$ cat config.mk
export PLATFORM = sky130hd
export DESIGN_NAME = load_store_unit
export DESIGN_NICKNAME = d
export VERILOG_FILES = /design/src/rtl/lsu_pkg.sv /design/src/rtl/lsu_byte_lane.sv /design/src/rtl/load_store_unit.sv
export SDC_FILE = /design/constraint.sdc
export NUM_CORES = 1
export LEC_CHECK = 0
export ABC_AREA = 1
export CAP_MARGIN = 30
export CORE_MARGIN = 1.5
export CORE_UTILIZATION = 48
export DETAILED_ROUTE_END_ITERATION = 7
export GPL_TIMING_DRIVEN = 0
export PLACE_DENSITY = 0.85
export SLEW_MARGIN = 20
export SYNTH_ARGS = -nofsm -noshare
export SYNTH_HDL_FRONTEND = slang
export SYNTH_SLANG_ARGS = --single-unit
$ cat constraint.sdc
create_clock -name clk -period 4.55 [get_ports clk]
set_input_delay 0.91 -clock clk [delete_from_list [all_inputs] [get_ports clk]]
set_output_delay 0.91 -clock clk [all_outputs]
set_load 0.02 [all_outputs]
$ cat src/rtl/lsu_pkg.sv
// Shared definitions for the load/store unit: access sizes, FSM states and
// the alignment/legality check applied when a request is accepted.
package lsu_pkg;

    typedef enum logic [1:0] {
        SIZE_BYTE    = 2'b00,
        SIZE_HALF    = 2'b01,
        SIZE_WORD    = 2'b10,
        SIZE_ILLEGAL = 2'b11
    } lsuSize_e;

    typedef enum logic [2:0] {
        IDLE,
        LOAD,
        RMW_READ,
        STORE,
        RESP
    } lsuState_e;

    // A request is rejected for an illegal size or a misaligned half/word.
    function automatic logic isAccessError(input logic [1:0] size, input logic [1:0] offset);
        logic err;
        err = 1'b0;
        case (lsuSize_e'(size))
            SIZE_ILLEGAL: err = 1'b1;
            SIZE_HALF:    err = offset[0];
            SIZE_WORD:    err = (offset != 2'b00);
            default:      err = 1'b0;
        endcase
        return err;
    endfunction

endpackage

$ cat src/rtl/lsu_byte_lane.sv
// Big-endian lane handling: extracts and extends a loaded byte/half, and merges
// store data into a previously read word for read-modify-write stores.
module lsu_byte_lane
    import lsu_pkg::*;
(
    input  logic [31:0] rawWord,
    input  logic [1:0]  offset,
    input  logic [1:0]  size,
    input  logic        signExtend,
    input  logic [15:0] storeData,
    output logic [31:0] loadData,
    output logic [31:0] mergedWord
);

    logic [7:0]  laneByte;
    logic [15:0] laneHalf;

    // Byte offset 0 is the most significant byte of the word.
    always_comb begin
        laneByte = rawWord[31:24];
        case (offset)
            2'd0: laneByte = rawWord[31:24];
            2'd1: laneByte = rawWord[23:16];
            2'd2: laneByte = rawWord[15:8];
            2'd3: laneByte = rawWord[7:0];
            default: laneByte = rawWord[31:24];
        endcase
        laneHalf = offset[1] ? rawWord[15:0] : rawWord[31:16];

        loadData = rawWord;
        case (lsuSize_e'(size))
            SIZE_BYTE: loadData = {{24{signExtend & laneByte[7]}}, laneByte};
            SIZE_HALF: loadData = {{16{signExtend & laneHalf[15]}}, laneHalf};
            default:   loadData = rawWord;
        endcase
    end

    always_comb begin
        mergedWord = rawWord;
        case (lsuSize_e'(size))
            SIZE_BYTE: begin
                case (offset)
                    2'd0: mergedWord[31:24] = storeData[7:0];
                    2'd1: mergedWord[23:16] = storeData[7:0];
                    2'd2: mergedWord[15:8]  = storeData[7:0];
                    2'd3: mergedWord[7:0]   = storeData[7:0];
                    default: mergedWord = rawWord;
                endcase
            end
            SIZE_HALF: begin
                if (offset[1]) mergedWord[15:0]  = storeData;
                else           mergedWord[31:16] = storeData;
            end
            default: mergedWord = rawWord;
        endcase
    end

endmodule

$ cat src/rtl/load_store_unit.sv
// Single-outstanding load/store unit in front of a combinational-read,
// big-endian word memory; sub-word stores go through a read-modify-write.
module load_store_unit
    import lsu_pkg::*;
(
    input  logic        clk,
    input  logic        rst,
    input  logic        req_valid,
    output logic        req_ready,
    input  logic        req_we,
    input  logic [1:0]  req_size,
    input  logic        req_signed,
    input  logic [31:0] req_addr,
    input  logic [31:0] req_wdata,
    output logic        rsp_valid,
    input  logic        rsp_ready,
    output logic [31:0] rsp_rdata,
    output logic        rsp_err,
    output logic [31:0] mem_addr,
    output logic [31:0] mem_wdata,
    output logic        mem_read,
    output logic        mem_write,
    input  logic [31:0] mem_rdata
);

    lsuState_e   state;
    logic [1:0]  offsetReg;
    logic [1:0]  sizeReg;
    logic        signedReg;
    logic [15:0] wdataReg;
    logic [31:0] loadData;
    logic [31:0] mergedWord;

    lsu_byte_lane laneUnit (
        .rawWord    (mem_rdata),
        .offset     (offsetReg),
        .size       (sizeReg),
        .signExtend (signedReg),
        .storeData  (wdataReg),
        .loadData   (loadData),
        .mergedWord (mergedWord)
    );

    // All handshake and memory outputs are registered; each memory strobe is
    // raised on entry to its state and dropped on the edge that leaves it.
    always_ff @(posedge clk or posedge rst) begin
        if (rst) begin
            state     <= IDLE;
            req_ready <= 1'b1;
            rsp_valid <= 1'b0;
            rsp_rdata <= '0;
            rsp_err   <= 1'b0;
            mem_read  <= 1'b0;
            mem_write <= 1'b0;
            mem_addr  <= '0;
            mem_wdata <= '0;
            offsetReg <= '0;
            sizeReg   <= '0;
            signedReg <= 1'b0;
            wdataReg  <= '0;
        end else begin
            case (state)
                IDLE: begin
                    if (req_valid) begin
                        offsetReg <= req_addr[1:0];
                        sizeReg   <= req_size;
                        signedReg <= req_signed;
                        wdataReg  <= req_wdata[15:0];
                        rsp_rdata <= '0;
                        req_ready <= 1'b0;
                        if (isAccessError(req_size, req_addr[1:0])) begin
                            rsp_err   <= 1'b1;
                            rsp_valid <= 1'b1;
                            state     <= RESP;
                        end else begin
                            rsp_err  <= 1'b0;
                            mem_addr <= {req_addr[31:2], 2'b00};
                            if (!req_we) begin
                                mem_read <= 1'b1;
                                state    <= LOAD;
                            end else if (lsuSize_e'(req_size) == SIZE_WORD) begin
                                mem_wdata <= req_wdata;
                                mem_write <= 1'b1;
                                state     <= STORE;
                            end else begin
                                mem_read <= 1'b1;
                                state    <= RMW_READ;
                            end
                        end
                    end
                end
                LOAD: begin
                    mem_read  <= 1'b0;
                    rsp_rdata <= loadData;
                    rsp_valid <= 1'b1;
                    state     <= RESP;
                end
                RMW_READ: begin
                    mem_read  <= 1'b0;
                    mem_wdata <= mergedWord;
                    mem_write <= 1'b1;
                    state     <= STORE;
                end
                STORE: begin
                    mem_write <= 1'b0;
                    rsp_valid <= 1'b1;
                    state     <= RESP;
                end
                RESP: begin
                    if (rsp_ready) begin
                        rsp_valid <= 1'b0;
                        req_ready <= 1'b1;
                        state     <= IDLE;
                    end
                end
                default: state <= IDLE;
            endcase
        end
    end

endmodule

==> results by group, run 1 <==
Setup path
  – Critical Path, Cell by Cell: clkdlybuf4s50_1
  – CP Capture Type: output pin
  – CP Data Required Time: 3.64 ns
  – Worst stage delay on the critical path: 0.60 ns
  – Crit Path Max Fanout: 2
  – Buf/Inv on CP: 1
  – Crit path arrival time: 1.55 ns
  – CP Class: flip-flop to output pin
  – Worst path top cell family by delay: buffers and inverters
  – CP max-delay cell: clkdlybuf4s50_1
  – Startpoint Class: flip-flop

Finish
  – Multi-input gate area in the final layout: 0.003212 mm^2
  – Most frequent cells in the layout: nand2_1 (404), clkdlybuf4s50_1 (202), dfrtp_1 (122)
  – Fillers: 1132
  – Share of cells above drive strength 1: 8.099%
  – Finished Core Util: 70.13%
  – ANT cells: 0
  – # nets final: 1302
  – FF+latch area: 0.003079 mm^2
  – Syn-to-layout area delta: 42.57%
  – Commonest non-fill, non-tap cell in the layout: nand2_1

Yosys
  – Simple-gate share of the synthesized area: 34.78%
  – Distinct cells, synth: 34
  – Area fraction in compound gates after synthesis: 11.98%
  – Post-Synth XOR/XNOR Area: 0%
  – Yosys reg bits: 123
  – Mux contribution to synthesized area: 0%
  – Syn Inst Count: 975
  – Post-Syn Area: 0.006854 mm^2
  – Syn avg cell area: 7.030 um^2
  – Largest family of logic cells by synthesized area: simple AND/OR/NAND/NOR gates
  – Post-synthesis sequential area ratio: 44.93%
  – Adder-cell area share of the yosys netlist: 0%
  – Syn. warnings: 0

Timing
  – RSZ-0062 raised after global routing: false
  – Slew headroom: 49.50%
  – Clock period minus worst slack: 2.460 ns
  – Worst Tran Pin Value: 0.7575 ns
  – Setup TNS: 0 ns
  – Fmax: 406.5 MHz
  – Fin crit share: 54.07%
  – Final Setup Violations: 0
  – Endpoints failing hold: 0
  – Final max-slew violation count: 0
  – Clock skew: 0.006380 ns
  – Final Worst Setup Slack: 2.090 ns
  – Hold slack: 0.4740 ns

GRT
  – Global Route Usage Sum: 33.15%
  – Largest net degree at the start of global routing: 67
  – Initial antenna violation count: 0
  – First-pass GRT wire length: 37560 um
  – Total gr overflow: 0
  – Number of global-route vias before repair: 7041

Clock tree
  – Clk sinks: 123
  – Setup Buffers After CTS: 0
  – CTS buffer count: 17
  – Clock tree buffer depth: 2
  – Worst-path clk slew: 0.05 ns
  – Number of H-tree levels: 4
  – Hold_buf cts: 0
  – Root buf cell: clkbuf_16
  – TritonCTS clock tree: yes
  – CTS resizes: 0
  – Skew-Pair Late Insertion Delay: 0.42 ns

Floorplan
  – I/O pins: 205
  – Core area: 0.01393 mm^2
  – Row count: 43
  – Chip height: 122.5 um
  – Chip width: 122.5 um
  – Initial cell density of the core: 49.19%
  – Total Die Area: 0.01501 mm^2

Outcome
  – Status: finished clean

Drt
  – DRT iter0 DRCs: 679
  – Routed WL: 24340 um
  – DRT Pass-1 Iters: 6
  – WL/cell: 17.51 um
  – Vias per Instance: 5.391
  – Total number of vias: 7493
  – Antenna viol nets, final: 0
  – DRC: 0

Placement
  – Hpwl dp: 18320 um
  – Placer congestion estimate: 0.9817
  – PortBufs: 202
  – Place WS: 1.872 ns

Power and ir drop
  – Maximum vdd ir drop: 0.3997 mV
  – P per Cell Area: 747.6 mW/mm^2
  – Lkg Pwr: 4.933 nW

Job
  – # Max-Cap Violations: 0

Worst hold path
  – Hold WC Path Type: flip-flop to flip-flop
-- registers in the layout, indices dropped and copies added (netlist names), 2 cells and up --
name and flops:
sizeReg 2, wdataReg 16, rsp_rdata 32, state 3, mem_wdata 32, offsetReg 2, mem_addr 30
-- routing by layer --
| layer | up-vias | wire [um] | global-route usage [%] | share of wire, % |
|---|---|---|---|---|
| li1 | 3552 | - | - | - |
| met1 | 3435 | 9878 | 43.42 | 41 |
| met2 | 444 | 11330 | 53.35 | 47 |
| met3 | 62 | 2374 | 7.621 | 9.8 |
| met4 | 0 | 748 | 13.08 | 3.1 |
| met5 | - | 0 | 0 | 0 |
-- kinds of logic (layout without fill, tap and decap cells) --
kind of cell,after synthesis,after routing
other cells,1,2
flops,123,123
buf+inv,131,365
simple gates,567,567
compound gates,153,153
-- cell type report --
| class | instances | share of cell area [%] |
|---|---|---|
| clock inverters | 11 | 1.716 |
| well taps | 180 | 2.305 |
| flip-flops and latches | 123 | 31.51 |
| inverters | 80 | 3.124 |
| repair buffers | 203 | 20.97 |
| clock buffers | 20 | 4.776 |
| multi-input cells | 722 | 32.87 |
| plain buffers | 51 | 2.727 |
-- where the power goes --
group	leakage [nW]	internal [W]	switching, W	total [W]
logic	3.08	0.00148	0.00243	0.00392
registers	1.55	0.00160	0.000342	0.00194
clock network	0.308	0.000954	0.000497	0.00145
total	4.93	0.00403	0.00327	0.00731
-- cells in the mapped netlist --
library cell,count,area [um^2]
nor2_4,2,22.52
inv_2,8,30.03
a21boi_0,1,7.510
nor2_1,55,206.5
buf_1,1,3.750
nand2_4,1,11.26
nand2_1,404,1516
nor2_8,1,20.02
nand3_4,2,35.03
nor2_2,3,18.77
buf_4,9,67.56
nand3b_1,9,67.56
o21ai_1,12,60.06
o211ai_1,15,112.6
dfrtp_1,122,3053
o21bai_1,1,7.510
or2_2,4,25.02
nor3_4,1,16.27
nand3_1,79,395.4
buf_2,25,125.1
dfstp_2,1,26.28
nand2_2,1,6.260
conb_1,1,3.750
nand3_2,3,30.03
o21ai_0,59,295.3
a21oi_2,1,8.760
o22ai_1,5,31.28
clkbuf_2,2,10.01
a21oi_1,58,290.3
o21a_1,1,7.510
inv_1,72,270.3
buf_6,1,11.26
nand4_1,2,12.51
clkbuf_1,13,48.80
-- through the flow --
step / total power [W] / cells / cell area (um^2)
global route: 0.007757 / 1390 / 9772
floorplan: 0.004207 / 976 / 6858
CTS: 0.007259 / 1390 / 9772
global placement: 0.005706 / 1358 / 9105
finish: 0.007305 / 1390 / 9772
detailed placement: 0.005779 / 1359 / 9138
-- final timing paths --
kind                           start       endpoint  slack, ns  depth (start not counted)
setup / recovery           req_ready      req_ready       2.09                          1
hold / removal             req_ready      req_ready       0.47                          2
setup reg to reg            state[1]  rsp_rdata[30]       2.55                          6
hold reg to reg            req_ready      req_ready       0.47                          2
max in group asynchronous        rst  rsp_rdata[25]       2.92                          3
min in group asynchronous        rst    mem_addr[7]       0.92                          2
(Power assumes the default switching activity.)
==> inputs of run 2 (changes only) <==
- clock period: 4.55 -> 2.4 ns (I/O delays scaled with it)
==> run 2 against run 1 <==
  * Sequential power grew 89%
  * Critical path type unchanged
  * Non-clock buffer count is 2 higher
  * Clock skew is 0.0029 ns higher
  * Sequential cell count is the same
  * Power is 87% higher
  * Via count increased by 0.51%
==> results by group, run 2 (synthesis results as in run 1) <==
Clock tree
  – Clk sinks: 123
  – Worst-path clk slew: 0.05 ns
  – Root buf cell: clkbuf_16
  – Setup Buffers After CTS: 0
  – CTS buffer count: 17
  – Number of H-tree levels: 4
  – Clock tree buffer depth: 2
  – Skew-Pair Late Insertion Delay: 0.43 ns
  – TritonCTS clock tree: yes
  – CTS resizes: 0
  – Hold_buf cts: 0

Timing
  – Clock period minus worst slack: 2.045 ns
  – Final Setup Violations: 0
  – Hold slack: 0.4755 ns
  – Clock skew: 0.009245 ns
  – Endpoints failing hold: 0
  – Fmax: 489.1 MHz
  – Worst Tran Pin Value: 0.6835 ns
  – Slew headroom: 54.44%
  – Fin crit share: 85.19%
  – RSZ-0062 raised after global routing: false
  – Final Worst Setup Slack: 0.3553 ns
  – Setup TNS: 0 ns
  – Final max-slew violation count: 0

Setup path
  – Worst setup path end: req_ready
  – CP Data Required Time: 1.92 ns
  – Reg2reg end: rsp_rdata[30]
  – Startpoint Class: flip-flop
  – Crit path from: req_ready
  – FF-to-FF Start: state[1]
  – Buf/Inv on CP: 1
  – CP Capture Type: output pin
  – CP max-delay cell: clkdlybuf4s50_1
  – Crit path arrival time: 1.56 ns
  – R2R Setup Slk: 0.45 ns
  – Crit Path Max Fanout: 2
  – Cell depth of the worst setup path: 1
  – Critical Path, Cell by Cell: clkdlybuf4s50_1
  – Worst r2r path cells: 6
  – Worst stage delay on the critical path: 0.61 ns
  – CP Class: flip-flop to output pin
  – Worst path top cell family by delay: buffers and inverters

Outcome
  – Status: finished clean

Floorplan
  – Initial cell density of the core: 49.19%
  – Row count: 43
  – Total Die Area: 0.01501 mm^2
  – Core area: 0.01393 mm^2
  – Chip width: 122.5 um
  – I/O pins: 205
  – Chip height: 122.5 um

GRT
  – First-pass GRT wire length: 37980 um
  – Initial antenna violation count: 0
  – Largest net degree at the start of global routing: 36
  – Total gr overflow: 0
  – Number of global-route vias before repair: 7199
  – Global Route Usage Sum: 33.46%

Placement
  – PortBufs: 202
  – Placer congestion estimate: 0.9745
  – Hpwl dp: 18460 um
  – Place WS: 0.1265 ns
  – Dpl cells: 1361
  – Placed Instance Area: 0.009169 mm^2

Finish
  – Share of cells above drive strength 1: 8.244%
  – # nets final: 1304
  – Most frequent cells in the layout: nand2_1 (404), clkdlybuf4s50_1 (202), dfrtp_1 (122)
  – Top Registers: mem_wdata x32, rsp_rdata x32, mem_addr x30
  – Post-Layout Cell Count: 1393
  – Commonest non-fill, non-tap cell in the layout: nand2_1
  – ANT cells: 0
  – Syn-to-layout area delta: 42.33%
  – Fin area: 0.009756 mm^2

Power and ir drop
  – Combinational power share: 54.4%
  – Clock share of power: 18.7%
  – Maximum vdd ir drop: 0.7687 mV
  – Lkg Pwr: 4.900 nW
  – Int Power: 0.007399 W
  – Reg power frac: 26.9%
  – Switching part of the total power: 45.72%
  – P per Cell Area: 1397 mW/mm^2
  – Net Sw Power: 0.006233 W

Worst hold path
  – Hold WC Path Type: flip-flop to flip-flop

Drt
  – Routed WL: 24220 um
  – DRC: 0
  – Antenna viol nets, final: 0
  – Vias per Instance: 5.406
  – Total number of vias: 7531
  – DRT iter0 DRCs: 680
  – WL/cell: 17.38 um
  – DRT Pass-1 Iters: 5

Job
  – # Max-Cap Violations: 0
==> run 2: changes by cell type in the layout (fill, tap and decap cells not counted) <==
cell	before	now
inv_6	1	2
buf_16	1	0
clkbuf_1	13	14
clkinv_4	2	1
bufinv_16	4	2
clkbuf_8	3	1
clkinvlp_4	2	8
clkinv_2	3	1
buf_12	0	3
==> run 2: layout make-up <==
class / count / area (um^2)
Fill cell: 1172 / 4179
Multi-Input combinational cell: 722 / 3212
Sequential cell: 123 / 3079
Timing Repair Buffer: 205 / 2082
Clock buffer: 19 / 442.9
Inverter: 80 / 304.0
Buffer: 51 / 266.5
Tap cell: 180 / 225.2
Clock inverter: 13 / 143.9
==> run 2: power by group through the flow <==
stage / combinational [W] / clock (W) / sequential, W
6_report: 0.00741 / 0.00255 / 0.00367
3_5_place_dp: 0.00729 / 0 / 0.00365
2_1_floorplan: 0.00354 / 0 / 0.00444
5_1_grt: 0.00809 / 0.00267 / 0.00377
4_1_cts: 0.00734 / 0.00256 / 0.00365
3_3_place_gp: 0.00715 / 0 / 0.00364
==> run 2: through the flow <==
stage | util [%] | total power [W]
after floorplan | - | 0.007976
after global placement | 65.37 | 0.01078
after detailed placement | 65.80 | 0.01094
after CTS | 70.01 | 0.01356
after global routing | 70.01 | 0.01453
final | 70.01 | 0.01363
==> run 2: worst min path at each step <==
stage                        from       endpoint  cells past startpoint
floorplan             wdataReg[1]    wdataReg[1]                      2
global placement        req_ready      req_ready                      2
detailed placement    mem_addr[2]    mem_addr[2]                      2
CTS                     req_ready      req_ready                      2
global route            req_ready      req_ready                      2
finish              rsp_rdata[20]  rsp_rdata[20]                      2
==> run 2: routing by layer <==
metal,global-route usage [%],vias to the layer above,part of all wire [%]
li1,-,3564,-
met4,12.94,0,2.9
met1,44.33,3457,40
met3,8.039,51,10
met5,0,-,0
met2,53.18,459,46
==> inputs of run 3 (changes only) <==
- CAP_MARGIN: 30 -> not set
- PLACE_DENSITY: 0.85 -> 0.81
==> run 3 against run 2 <==
  * Setup slack got worse by 0.0054 ns
  * First-iteration DRC count decreased by 14%
  * Clock skew about the same
  * Register-to-register slack about the same
  * Routed wire length increased by 1.6%
  * Worst hold slack got worse by 0.15 ns
  * Final area increased by 0.67%
  * Largest cell class unchanged
==> results by group, run 3 (synthesis results as in run 1) <==
Floorplan
  – Core area: 0.01393 mm^2
  – Chip height: 122.5 um
  – I/O pins: 205
  – Row count: 43
  – Chip width: 122.5 um
  – Initial cell density of the core: 49.19%
  – Total Die Area: 0.01501 mm^2

Power and ir drop
  – Switching part of the total power: 45.02%
  – Net Sw Power: 0.006245 W
  – Total power draw: 0.01387 W
  – Reg power frac: 26.5%
  – Combinational power share: 53.7%
  – Int Power: 0.007628 W
  – Clock share of power: 19.8%
  – Lkg Pwr: 4.939 nW
  – P per Cell Area: 1413 mW/mm^2
  – Maximum vdd ir drop: 0.7155 mV

Timing
  – Worst Tran Pin Value: 0.6757 ns
  – Fin crit share: 85.42%
  – Final max-slew violation count: 0
  – Fmax: 487.8 MHz
  – RSZ-0062 raised after global routing: false
  – Slew headroom: 54.95%
  – Hold slack: 0.3233 ns
  – Clock skew: 0.009498 ns
  – Endpoints failing hold: 0
  – Clock period minus worst slack: 2.050 ns
  – Final Setup Violations: 0
  – Final Worst Setup Slack: 0.3499 ns

Drt
  – Vias per Instance: 5.398
  – Routed WL: 24610 um
  – Antenna viol nets, final: 0
  – DRT Pass-1 Iters: 6
  – WL/cell: 17.68 um
  – Total number of vias: 7514
  – DRC: 0
  – DRT iter0 DRCs: 586

Finish
  – # nets final: 1305
  – ANT cells: 0
  – Finished Core Util: 70.48%
  – Syn-to-layout area delta: 43.28%
  – Commonest non-fill, non-tap cell in the layout: nand2_1
  – Share of cells above drive strength 1: 8.168%
  – Top Registers: mem_wdata x32, rsp_rdata x32, mem_addr x30
  – Most frequent cells in the layout: nand2_1 (404), clkdlybuf4s50_1 (202), dfrtp_1 (122)

Clock tree
  – Clock tree buffer depth: 2
  – Hold_buf cts: 0
  – CTS resizes: 0
  – Skew-Pair Late Insertion Delay: 0.43 ns
  – Worst-path clk slew: 0.06 ns
  – Setup Buffers After CTS: 0
  – Number of H-tree levels: 4
  – CTS buffer count: 17
  – Clk sinks: 123
  – TritonCTS clock tree: yes
  – Root buf cell: clkbuf_16

Setup path
  – Crit path arrival time: 1.57 ns
  – Crit Path Max Fanout: 2
  – Worst stage delay on the critical path: 0.61 ns
  – FF-to-FF Start: state[1]
  – Worst path top cell family by delay: buffers and inverters
  – R2R Setup Slk: 0.46 ns
  – Critical Path, Cell by Cell: clkdlybuf4s50_1
  – Buf/Inv on CP: 1
  – CP Capture Type: output pin
  – CP Data Required Time: 1.92 ns
  – Reg2reg end: rsp_rdata[30]
  – CP max-delay cell: clkdlybuf4s50_1
  – CP Class: flip-flop to output pin
  – Startpoint Class: flip-flop
  – Worst r2r path cells: 6

Placement
  – Place WS: 0.1701 ns
  – PortBufs: 202
  – Hpwl dp: 18700 um
  – Placer congestion estimate: 0.9819

GRT
  – Initial antenna violation count: 0
  – Number of global-route vias before repair: 7375
  – Met1 Usage GRT: 44.61%
  – First-pass GRT wire length: 38650 um
  – GR Util met3: 7.388%
  – Global Route met2 Usage: 54.85%
  – Top Usage Layer GRT: met2
  – Largest net degree at the start of global routing: 36
  – Total gr overflow: 0
  – Global Route Usage Sum: 34.20%

Job
  – # Max-Cap Violations: 0

Worst hold path
  – Hold WC Path Type: input pin to asynchronous set/reset pin

Outcome
  – Status: finished clean
-- run 3: cell types whose count changed in the layout (fill, tap and decap cells not counted) --
| cell | delta |
|---|---|
| buf_16 | +1 |
| bufinv_16 | +2 |
| clkbuf_8 | +1 |
| clkinv_2 | -1 |
| clkinv_4 | +1 |
| clkinvlp_4 | -3 |
| inv_6 | -2 |
-- run 3: metal layers --
layer | vias to the layer above | routed length (um)
li1 | 3567 | -
met1 | 3478 | 10250
met2 | 406 | 11340
met3 | 63 | 2111
met4 | 0 | 903
met5 | - | 0
-- run 3: worst reg2reg max path, stage by stage (launching register included) --
cell and delay [ns]:
dfrtp_1 0.46, nor3_4 0.52, inv_2 0.18, clkbuf_1 0.35
a21oi_1 0.25, nand2_1 0.07, nand2_1 0.05
-- run 3: power groups by stage --
stage	clock network [W]	registers, W	logic [W]
floorplan	0	0.00444	0.00354
global placement	0	0.00364	0.00721
detailed placement	0	0.00366	0.00733
CTS	0.00276	0.00366	0.00740
global route	0.00288	0.00378	0.00815
finish	0.00275	0.00368	0.00745
-- run 3: stage by stage --
step           std cells  setup TNS (ns)  cell area, um^2
2_1_floorplan        976               0             6862
3_5_place_dp        1362               0             9196
3_3_place_gp        1358          -89.21             9109
4_1_cts             1392               0             9821
6_report            1392               0             9821
5_1_grt             1392               0             9821
-- run 3: layout make-up --
class                      instances  area [um^2]
sequential                       123         3079
clock inverter                    10        167.7
inverter                          80        304.0
buffer                            51        266.5
multi-input combinational        722         3212
clock buffer                      20        456.7
tap                              180        225.2
fill                            1183         4114
timing repair buffer             206         2110
-- run 3: how the worst max path moves through the flow --
stage                           start       endpoint  slack, ns  cells after the start
after floorplan                   rst   mem_addr[10]       0.41                      1
after global placement            rst   rsp_rdata[2]      -0.74                      2
after detailed placement  req_size[0]  mem_wdata[10]       0.17                      9
after CTS                   req_ready      req_ready       0.34                      1
after global routing        req_ready      req_ready       0.32                      1
final                       req_ready      req_ready       0.35                      1
